===== src/rtl/prga_if.sv =====
// prga_if: start handshake plus the S, CT and PT memory ports of the RC4
// keystream/decrypt stage.
// The slave modport is the prga stage itself. The master modport is the
// controller/memory side, which drives en and the two read-data buses.
interface prga_if;
  logic       en;
  logic       rdy;
  logic [7:0] s_addr;
  logic [7:0] s_rddata;
  logic [7:0] s_wrdata;
  logic       s_wren;
  logic [7:0] ct_addr;
  logic [7:0] ct_rddata;
  logic [7:0] pt_addr;
  logic [7:0] pt_wrdata;
  logic       pt_wren;
  logic       pt_valid;

  modport slave (
    input  en, s_rddata, ct_rddata,
    output rdy, s_addr, s_wrdata, s_wren, ct_addr, pt_addr, pt_wrdata,
           pt_wren, pt_valid
  );

  modport master (
    output en, s_rddata, ct_rddata,
    input  rdy, s_addr, s_wrdata, s_wren, ct_addr, pt_addr, pt_wrdata,
           pt_wren, pt_valid
  );
endinterface


===== src/rtl/prga.sv =====
// prga: RC4 pseudo-random generation and decrypt stage.
// It runs after key scheduling has permuted the shared 256-byte S memory.
// It reads a length-prefixed ciphertext from CT memory and keeps permuting S
// through a single S port. It writes the length-prefixed plaintext to PT.
// Effective length E = min(ct[0], MAX_LEN).
// A run takes 3 + 9*E cycles from leaving READY until READY again.
//
// Optional feature, macro PRGA_ASCII_CHECK_EN:
//   When defined, pt_valid is cleared for the rest of a run once any
//   plaintext byte falls outside 0x20..0x7E. The flag is set again at each start.
//   When undefined, pt_valid is tied to 1.
module prga #(
  parameter int unsigned MAX_LEN = 255
) (
  input  logic  clk,
  input  logic  rst_n,
  prga_if.slave bus
);

  // A length byte can never exceed 255, so larger settings behave as 255.
  localparam int unsigned MAX_CLAMP = (MAX_LEN > 255) ? 255 : MAX_LEN;
  localparam logic [7:0]  MAX_LEN_B = 8'(MAX_CLAMP);

  typedef enum logic [3:0] {
    READY   = 4'd0,
    RD_LEN  = 4'd1,
    CAP_LEN = 4'd2,
    WR_LEN  = 4'd3,
    RD_I    = 4'd4,
    CAP_I   = 4'd5,
    RD_J    = 4'd6,
    CAP_J   = 4'd7,
    WR_I    = 4'd8,
    WR_J    = 4'd9,
    RD_PAD  = 4'd10,
    CAP_PAD = 4'd11,
    WR_PT   = 4'd12
  } state_t;

  state_t     state_reg, state_next;
  logic [7:0] i_reg, i_next;
  logic [7:0] j_reg, j_next;
  logic [7:0] k_reg, k_next;
  logic [7:0] e_reg, e_next;
  logic [7:0] si_reg, si_next;
  logic [7:0] sj_reg, sj_next;
  logic [7:0] pad_reg, pad_next;
  logic [7:0] ctb_reg, ctb_next;

  // Decoded output values, driven onto the interface below.
  logic       rdy_c;
  logic [7:0] s_addr_c;
  logic [7:0] s_wrdata_c;
  logic       s_wren_c;
  logic [7:0] ct_addr_c;
  logic [7:0] pt_addr_c;
  logic [7:0] pt_wrdata_c;
  logic       pt_wren_c;

  // Plaintext byte for the current position; S holds the updated swap by now.
  logic [7:0] pt_byte;
  assign pt_byte = pad_reg ^ ctb_reg;

  // State and datapath registers. Reset drops any run in progress at once.
  always_ff @(posedge clk or negedge rst_n) begin
    if (!rst_n) begin
      state_reg <= READY;
      i_reg     <= 8'd0;
      j_reg     <= 8'd0;
      k_reg     <= 8'd0;
      e_reg     <= 8'd0;
      si_reg    <= 8'd0;
      sj_reg    <= 8'd0;
      pad_reg   <= 8'd0;
      ctb_reg   <= 8'd0;
    end else begin
      state_reg <= state_next;
      i_reg     <= i_next;
      j_reg     <= j_next;
      k_reg     <= k_next;
      e_reg     <= e_next;
      si_reg    <= si_next;
      sj_reg    <= sj_next;
      pad_reg   <= pad_next;
      ctb_reg   <= ctb_next;
    end
  end

  // Next-state logic and datapath captures: one S access per cycle, 9 cycles per byte.
  always_comb begin
    state_next = state_reg;
    i_next     = i_reg;
    j_next     = j_reg;
    k_next     = k_reg;
    e_next     = e_reg;
    si_next    = si_reg;
    sj_next    = sj_reg;
    pad_next   = pad_reg;
    ctb_next   = ctb_reg;

    case (state_reg)
      READY: begin
        if (bus.en) begin
          i_next     = 8'd0;
          j_next     = 8'd0;
          k_next     = 8'd0;
          state_next = RD_LEN;
        end
      end
      RD_LEN:  state_next = CAP_LEN;
      CAP_LEN: begin
        e_next     = (bus.ct_rddata > MAX_LEN_B) ? MAX_LEN_B : bus.ct_rddata;
        state_next = WR_LEN;
      end
      WR_LEN: begin
        if (e_reg == 8'd0) begin
          state_next = READY;
        end else begin
          k_next     = 8'd1;
          i_next     = 8'd1;
          state_next = RD_I;
        end
      end
      RD_I:  state_next = CAP_I;
      CAP_I: begin
        si_next    = bus.s_rddata;
        j_next     = j_reg + bus.s_rddata;
        state_next = RD_J;
      end
      RD_J:  state_next = CAP_J;
      CAP_J: begin
        sj_next    = bus.s_rddata;
        state_next = WR_I;
      end
      WR_I:  state_next = WR_J;
      WR_J:  state_next = RD_PAD;
      RD_PAD: begin
        // CT address has been held since WR_J, so ct[k] is on the bus now.
        ctb_next   = bus.ct_rddata;
        state_next = CAP_PAD;
      end
      CAP_PAD: begin
        pad_next   = bus.s_rddata;
        state_next = WR_PT;
      end
      WR_PT: begin
        if (k_reg == e_reg) begin
          state_next = READY;
        end else begin
          k_next     = k_reg + 8'd1;
          i_next     = i_reg + 8'd1;
          state_next = RD_I;
        end
      end
      default: state_next = READY;
    endcase
  end

  // Output decode from the current state; idle values everywhere else.
  always_comb begin
    rdy_c       = 1'b0;
    s_addr_c    = 8'd0;
    s_wrdata_c  = 8'd0;
    s_wren_c    = 1'b0;
    ct_addr_c   = 8'd0;
    pt_addr_c   = 8'd0;
    pt_wrdata_c = 8'd0;
    pt_wren_c   = 1'b0;

    case (state_reg)
      READY:  rdy_c = 1'b1;
      RD_LEN: ct_addr_c = 8'd0;
      WR_LEN: begin
        pt_addr_c   = 8'd0;
        pt_wrdata_c = e_reg;
        pt_wren_c   = 1'b1;
      end
      RD_I: s_addr_c = i_reg;
      RD_J: s_addr_c = j_reg;
      WR_I: begin
        s_addr_c   = i_reg;
        s_wrdata_c = sj_reg;
        s_wren_c   = 1'b1;
      end
      WR_J: begin
        // When i == j both writes hit one address with equal data, which is correct.
        s_addr_c   = j_reg;
        s_wrdata_c = si_reg;
        s_wren_c   = 1'b1;
        ct_addr_c  = k_reg;
      end
      RD_PAD: begin
        s_addr_c  = si_reg + sj_reg;
        ct_addr_c = k_reg;
      end
      WR_PT: begin
        pt_addr_c   = k_reg;
        pt_wrdata_c = pt_byte;
        pt_wren_c   = 1'b1;
      end
      default: rdy_c = 1'b0;
    endcase
  end

  assign bus.rdy       = rdy_c;
  assign bus.s_addr    = s_addr_c;
  assign bus.s_wrdata  = s_wrdata_c;
  assign bus.s_wren    = s_wren_c;
  assign bus.ct_addr   = ct_addr_c;
  assign bus.pt_addr   = pt_addr_c;
  assign bus.pt_wrdata = pt_wrdata_c;
  assign bus.pt_wren   = pt_wren_c;

`ifdef PRGA_ASCII_CHECK_EN
  logic pt_valid_reg;
  logic printable;
  assign printable = (pt_byte >= 8'h20) && (pt_byte <= 8'h7E);

  // Printable flag: set on each start, cleared by any non-printable byte, held in READY.
  always_ff @(posedge clk or negedge rst_n) begin
    if (!rst_n) begin
      pt_valid_reg <= 1'b1;
    end else if (state_reg == READY && bus.en) begin
      pt_valid_reg <= 1'b1;
    end else if (state_reg == WR_PT && !printable) begin
      pt_valid_reg <= 1'b0;
    end
  end

  assign bus.pt_valid = pt_valid_reg;
`else
  assign bus.pt_valid = 1'b1;
`endif

endmodule


===== src/flat_wrapper.sv =====
// flat-port wrapper written by rule: the top's interface ports become plain ports
module prga_flat 
#(
  parameter int unsigned MAX_LEN = 255
)
  (clk, rst_n, bus_en, bus_s_rddata, bus_ct_rddata, bus_rdy, bus_s_addr, bus_s_wrdata, bus_s_wren, bus_ct_addr, bus_pt_addr, bus_pt_wrdata, bus_pt_wren, bus_pt_valid);
  prga_if bus_i ();
  input  logic clk;
  input  logic rst_n;
  input wire logic [$bits(bus_i.en)-1:0] bus_en;
  input wire logic [$bits(bus_i.s_rddata)-1:0] bus_s_rddata;
  input wire logic [$bits(bus_i.ct_rddata)-1:0] bus_ct_rddata;
  output wire logic [$bits(bus_i.rdy)-1:0] bus_rdy;
  output wire logic [$bits(bus_i.s_addr)-1:0] bus_s_addr;
  output wire logic [$bits(bus_i.s_wrdata)-1:0] bus_s_wrdata;
  output wire logic [$bits(bus_i.s_wren)-1:0] bus_s_wren;
  output wire logic [$bits(bus_i.ct_addr)-1:0] bus_ct_addr;
  output wire logic [$bits(bus_i.pt_addr)-1:0] bus_pt_addr;
  output wire logic [$bits(bus_i.pt_wrdata)-1:0] bus_pt_wrdata;
  output wire logic [$bits(bus_i.pt_wren)-1:0] bus_pt_wren;
  output wire logic [$bits(bus_i.pt_valid)-1:0] bus_pt_valid;
  assign bus_i.en = bus_en;
  assign bus_i.s_rddata = bus_s_rddata;
  assign bus_i.ct_rddata = bus_ct_rddata;
  assign bus_rdy = bus_i.rdy;
  assign bus_s_addr = bus_i.s_addr;
  assign bus_s_wrdata = bus_i.s_wrdata;
  assign bus_s_wren = bus_i.s_wren;
  assign bus_ct_addr = bus_i.ct_addr;
  assign bus_pt_addr = bus_i.pt_addr;
  assign bus_pt_wrdata = bus_i.pt_wrdata;
  assign bus_pt_wren = bus_i.pt_wren;
  assign bus_pt_valid = bus_i.pt_valid;
  prga #(.MAX_LEN(MAX_LEN)) u_core (.clk(clk), .rst_n(rst_n), .bus(bus_i));
endmodule

===== config.mk =====
export PLATFORM = sky130hd
export DESIGN_NAME = prga_flat
export DESIGN_NICKNAME = d
export VERILOG_FILES = /design/src/rtl/prga_if.sv /design/src/rtl/prga.sv /design/src/flat_wrapper.sv
export SDC_FILE = /design/constraint.sdc
export NUM_CORES = 1
export LEC_CHECK = 0
export ABC_CLOCK_PERIOD_IN_PS = 3800
export BUFFER_PORTS_ARGS = -buffer_cell sky130_fd_sc_hd__buf_2
export CELL_PAD_IN_SITES_DETAIL_PLACEMENT = 1
export CELL_PAD_IN_SITES_GLOBAL_PLACEMENT = 1
export CORE_MARGIN = 10
export CORE_UTILIZATION = 48
export CTS_CLUSTER_SIZE = 20
export DETAILED_ROUTE_END_ITERATION = 10
export PLACE_DENSITY = 0.88
export RECOVER_POWER = 100
export SYNTH_ARGS = -nofsm -noshare
export SYNTH_HDL_FRONTEND = slang
export SYNTH_SLANG_ARGS = --single-unit

===== constraint.sdc =====
create_clock -name clk -period 3.8 [get_ports clk]
set_input_delay 0.19 -clock clk [delete_from_list [all_inputs] [get_ports clk]]
set_output_delay 0.19 -clock clk [all_outputs]
set_load 0.02 [all_outputs]

==> results.md <==
- The met3 capacity usage during global routing is 3.88%.
- The height of the die is 114 microns.
- 63 I/O pins were placed.
- The number of gates on the worst path with buffers counted is 5.
- The core footprint is 8680 sq um.
- The count of maximum capacitance violations is 1.
- The total of flip-flops plus latches after synthesis is 68.
- The floorplan step set the die width to 114 microns.
- The worst register-to-register path has a setup slack of 0.94 ns.
- Data on the critical path is required at its endpoint by 3.61 ns.
- The cell depth of the worst flop-to-flop path is 3.
- A synthesized cell averages 9.98 sq um.
- At the end of routability-driven placement, the weighted congestion stood at 0.855.
- The area growth from synthesis to layout is 10.7%.
- The hold violation count in the final report is 0.
- The end-of-flow core utilization is 54.5%.
- IR analysis of the VDD net gives a maximum drop of 0.355 mV.
- The worst setup path is captured at a primary output.
- 0 antenna diodes ended up in the layout.
- The area used by sequential logic in the layout is 1700 sq um.
- In this run the most used layer during global routing was met2.
- The pin count of the biggest net entering global routing is 43.
- In the routed design, unresolved DRC markers number 0.
- For this run, the slowest stage of the critical path takes 0.92 ns.
- The arrival time of the worst setup path is 3.07 ns.
- The CTS clock-pin slew for the worst setup and hold paths is 0.08 ns.
- Counting flops with an async set or reset pin after synthesis yields a share of 100%.
- The clock reaches the later pin of the worst-skew pair after 0.35 ns.
- The flow ran to the end, but the final reports show violations.
- The shortest clock period the worst path allows after layout is 3.26 ns.
- The met2 demand-to-capacity share in global routing is 33.6%.
- The global-route wire length before repair is 20800 microns.
- Across all setup checks in the final design, the least slack found is 0.539 ns.
- Before antenna repair, the detailed router went through 5 iterations.
- In the final design database the tool counted 516 nets.
- The clock root buffer master is sky130_fd_sc_hd__clkbuf_8.
- The worst register-to-register path ends at u_core.si_reg[1].
- The tightest min-delay check is of the in2reg type.
- The post-CTS setup repair buffer count is 0.
- The share of the cycle needed by the critical path after routing is 85.8%.
- The synthesized design contains 0 enable-type register cells.
- The predominant post-synthesis flop cell is sky130_fd_sc_hd__dfrtp_1.
- The net count of the mapped netlist is 465.
- The static leakage is 2.03 nW.
- The ratio of total power to cell area is 845 nW/um^2.
- Port buffering added 61 buffers.
- The critical path class is reg2out.
- The worst setup path is launched from a flip-flop.
- The die covers 13100 sq um.
- The count of endpoints failing setup in the final report is 0.
- The met1 global-route usage is 24.4%.
- The count of unique library cells instantiated by Yosys is 68.
- The post-synthesis instance total is 428.
- The critical path goes through nor2_1 > a21boi_0 > a221oi_1 > nand3_1 > clkbuf_1.
- The clock tree from TritonCTS is yes.
- The cell total after placement is 575.
- The Yosys step of the flow raised 0 warnings.
- The critical-path cell with the highest stage delay is sky130_fd_sc_hd__a21boi_0.
- The sequential-to-total area share from yosys stat is 39.8%.
- The worst-case headroom to the max-slew limit is -12.0%.
- For this run, the total global-route usage over all layers was measured as 19.8%.
- The summed negative setup slack over all endpoints is 0 ns.
- The routed length per instance is 21.5 microns.
- The post-detailed-routing wire length is 12700 microns.
- The number of max-slew violations in the final report was 28.
- In this run the worst setup path begins at u_core.state_reg[0].
- The initial DRC count is 213.
- On the final layout, the worst clock skew is 0.00910 ns.
- Cells with a size suffix above 1 make up 16.3% of the layout.
- In this run the number of H-tree levels came out at 3.
- The remaining number of nets flagged by the antenna check after routing is 0.
- The vias per cell is 6.17.
- The checks that failed: capacitance limit, slew limit.
- The row count is 34.
- The post-placement worst setup slack is 1.25 ns.
- The placed wire-length estimate is 9510 microns.
- The layout has 1030 filler cells.
- Among cell families on the critical path, the largest total delay comes from compound AO/OA/AOI/OAI gates.
- For this configuration, the core starts out at a cell density of 49.2%.
- The total CTS buffers is 9.
- After synthesis the cells add up to 4270 sq um.
- Setup repair after global routing left no endpoint under its margin.
- The critical-path maximum fanout is 20.
- In the final layout, the multi-input gates occupy 2350 sq um.
- The count of clock tree sinks is 68.
- Counting along the longest clock path gives a buffer depth of 2.
- Once layout is complete, the cells apart from fillers number 592.
- The highest attainable clock frequency is 307 MHz.
- At the pin with the least slew margin, the transition time is 1.68 ns.
- The via count of the first global-routing pass was 3903.
- The total congestion overflow is 0.
- The detailed router placed 3655 vias in this run.
- In this run the most critical hold path is launched from bus_ct_rddata[0].
- Counting both buffers and inverters, the worst setup path holds a total of 1.
- In this run the worst setup path terminates at bus_s_addr[5].
- The startpoint of the worst-slack reg-to-reg timing path is u_core.state_reg[0].
- The initial antenna violation count is 0.
- On the final layout, the worst hold slack is 0.0549 ns.
-- power by group --
part	internal [mW]	total (mW)	switching (mW)
Sequential	1.03	1.46	0.430
Combinational	0.848	1.85	1.00
Clock	0.374	0.679	0.305
-- synth_stat cells (5+ instances only) --
| cell | n | area (sq um) |
|---|---|---|
| sky130_fd_sc_hd__a22oi_1 | 5 | 37.5 |
| sky130_fd_sc_hd__o21ai_0 | 21 | 105 |
| sky130_fd_sc_hd__inv_1 | 13 | 48.8 |
| sky130_fd_sc_hd__nor3b_1 | 5 | 37.5 |
| sky130_fd_sc_hd__a21oi_1 | 9 | 45.0 |
| sky130_fd_sc_hd__a31oi_1 | 8 | 50.1 |
| sky130_fd_sc_hd__mux2i_1 | 9 | 90.1 |
| sky130_fd_sc_hd__xnor2_1 | 21 | 184 |
| sky130_fd_sc_hd__a21o_1 | 7 | 52.6 |
| sky130_fd_sc_hd__and3_1 | 7 | 43.8 |
| sky130_fd_sc_hd__mux2_2 | 32 | 360 |
| sky130_fd_sc_hd__buf_2 | 10 | 50.1 |
| sky130_fd_sc_hd__ha_1 | 16 | 200 |
| sky130_fd_sc_hd__dfrtp_1 | 68 | 1700 |
| sky130_fd_sc_hd__nor2_1 | 18 | 67.6 |
| sky130_fd_sc_hd__nand2_1 | 50 | 188 |
| sky130_fd_sc_hd__clkbuf_1 | 5 | 18.8 |
| sky130_fd_sc_hd__nor3_1 | 8 | 40.0 |
| sky130_fd_sc_hd__a22o_1 | 6 | 52.6 |
| sky130_fd_sc_hd__and2_1 | 11 | 68.8 |
-- worst min-delay path, stage by stage --
cell	delay, ns
sky130_fd_sc_hd__buf_2	0.09
sky130_fd_sc_hd__nand2_1	0.04
sky130_fd_sc_hd__nand2_1	0.05
-- worst min-delay path by stage --
stage / to / slack [ns] / cells past startpoint
floorplan: u_core.ctb_reg[0] / -0.11 / 0
global placement: u_core.k_reg[5] / 0.26 / 1
detailed placement: u_core.k_reg[5] / 0.28 / 1
CTS: u_core.ctb_reg[0] / 0.05 / 3
global route: u_core.ctb_reg[6] / 0.06 / 3
finish: u_core.ctb_reg[0] / 0.05 / 3
-- layout by cell type, fill, tap and decap left out, types with 4 or more instances in the layout --
cell type,count
sky130_fd_sc_hd__clkbuf_1,42
sky130_fd_sc_hd__mux2_2,32
sky130_fd_sc_hd__xnor2_1,21
sky130_fd_sc_hd__ha_1,16
sky130_fd_sc_hd__nor2_1,19
sky130_fd_sc_hd__dfrtp_1,68
sky130_fd_sc_hd__buf_2,19
sky130_fd_sc_hd__a21oi_1,9
sky130_fd_sc_hd__nor3_1,9
sky130_fd_sc_hd__a22oi_1,5
sky130_fd_sc_hd__mux2i_1,9
sky130_fd_sc_hd__nand3_1,4
sky130_fd_sc_hd__o21ai_0,24
sky130_fd_sc_hd__or3_1,4
sky130_fd_sc_hd__clkbuf_8,9
sky130_fd_sc_hd__or4_1,4
sky130_fd_sc_hd__a31oi_1,8
sky130_fd_sc_hd__a22o_1,6
sky130_fd_sc_hd__nand2_1,50
sky130_fd_sc_hd__and3_1,7
sky130_fd_sc_hd__nand2b_1,5
sky130_fd_sc_hd__a21o_1,7
sky130_fd_sc_hd__and2_1,8
sky130_fd_sc_hd__nor3b_1,5
sky130_fd_sc_hd__inv_1,13
-- cell families after synthesis --
family / synth area share (%)
xor+xnor: 4.89
flops: 39.8
simple gates: 17.2
buf+inv: 4.51
compound gates: 17.3
mux: 10.5
fa+ha+maj: 5.62
other cells: 0.0878
-- through the flow --
| step | instance area [sq um] | total power, mW |
|---|---|---|
| 2_1_floorplan | 4270 | 2.82 |
| 3_3_place_gp | 4580 | 3.22 |
| 3_5_place_dp | 4580 | 3.34 |
| 4_1_cts | 4810 | 4.05 |
| 5_1_grt | 4730 | 4.29 |
| 6_report | 4730 | 4.00 |
-- metal layers --
layer  vias to the layer above  routed length, microns
met1                      1871                    5330
met4                         0                     184
met3                        19                     678
met5                         -                       0
met2                        95                    6530
li1                       1670                       -
-- what timing repair did --
action | 4_1_cts | 5_1_grt
hold endpoints to repair | 26 | 0
resized for setup | 0 | 0
hold buffers | 1 | 0
-- area by class of cell --
cell class / instances / area share, %
multi-input cells: 324 / 49.8
inverters: 13 / 1.03
clock buffers: 9 / 2.62
flip-flops and latches: 68 / 36.0
well taps: 108 / 2.86
clock inverters: 7 / 2.09
repair buffers: 63 / 5.66
No activity file was read; power rests on OpenSTA's default activity.
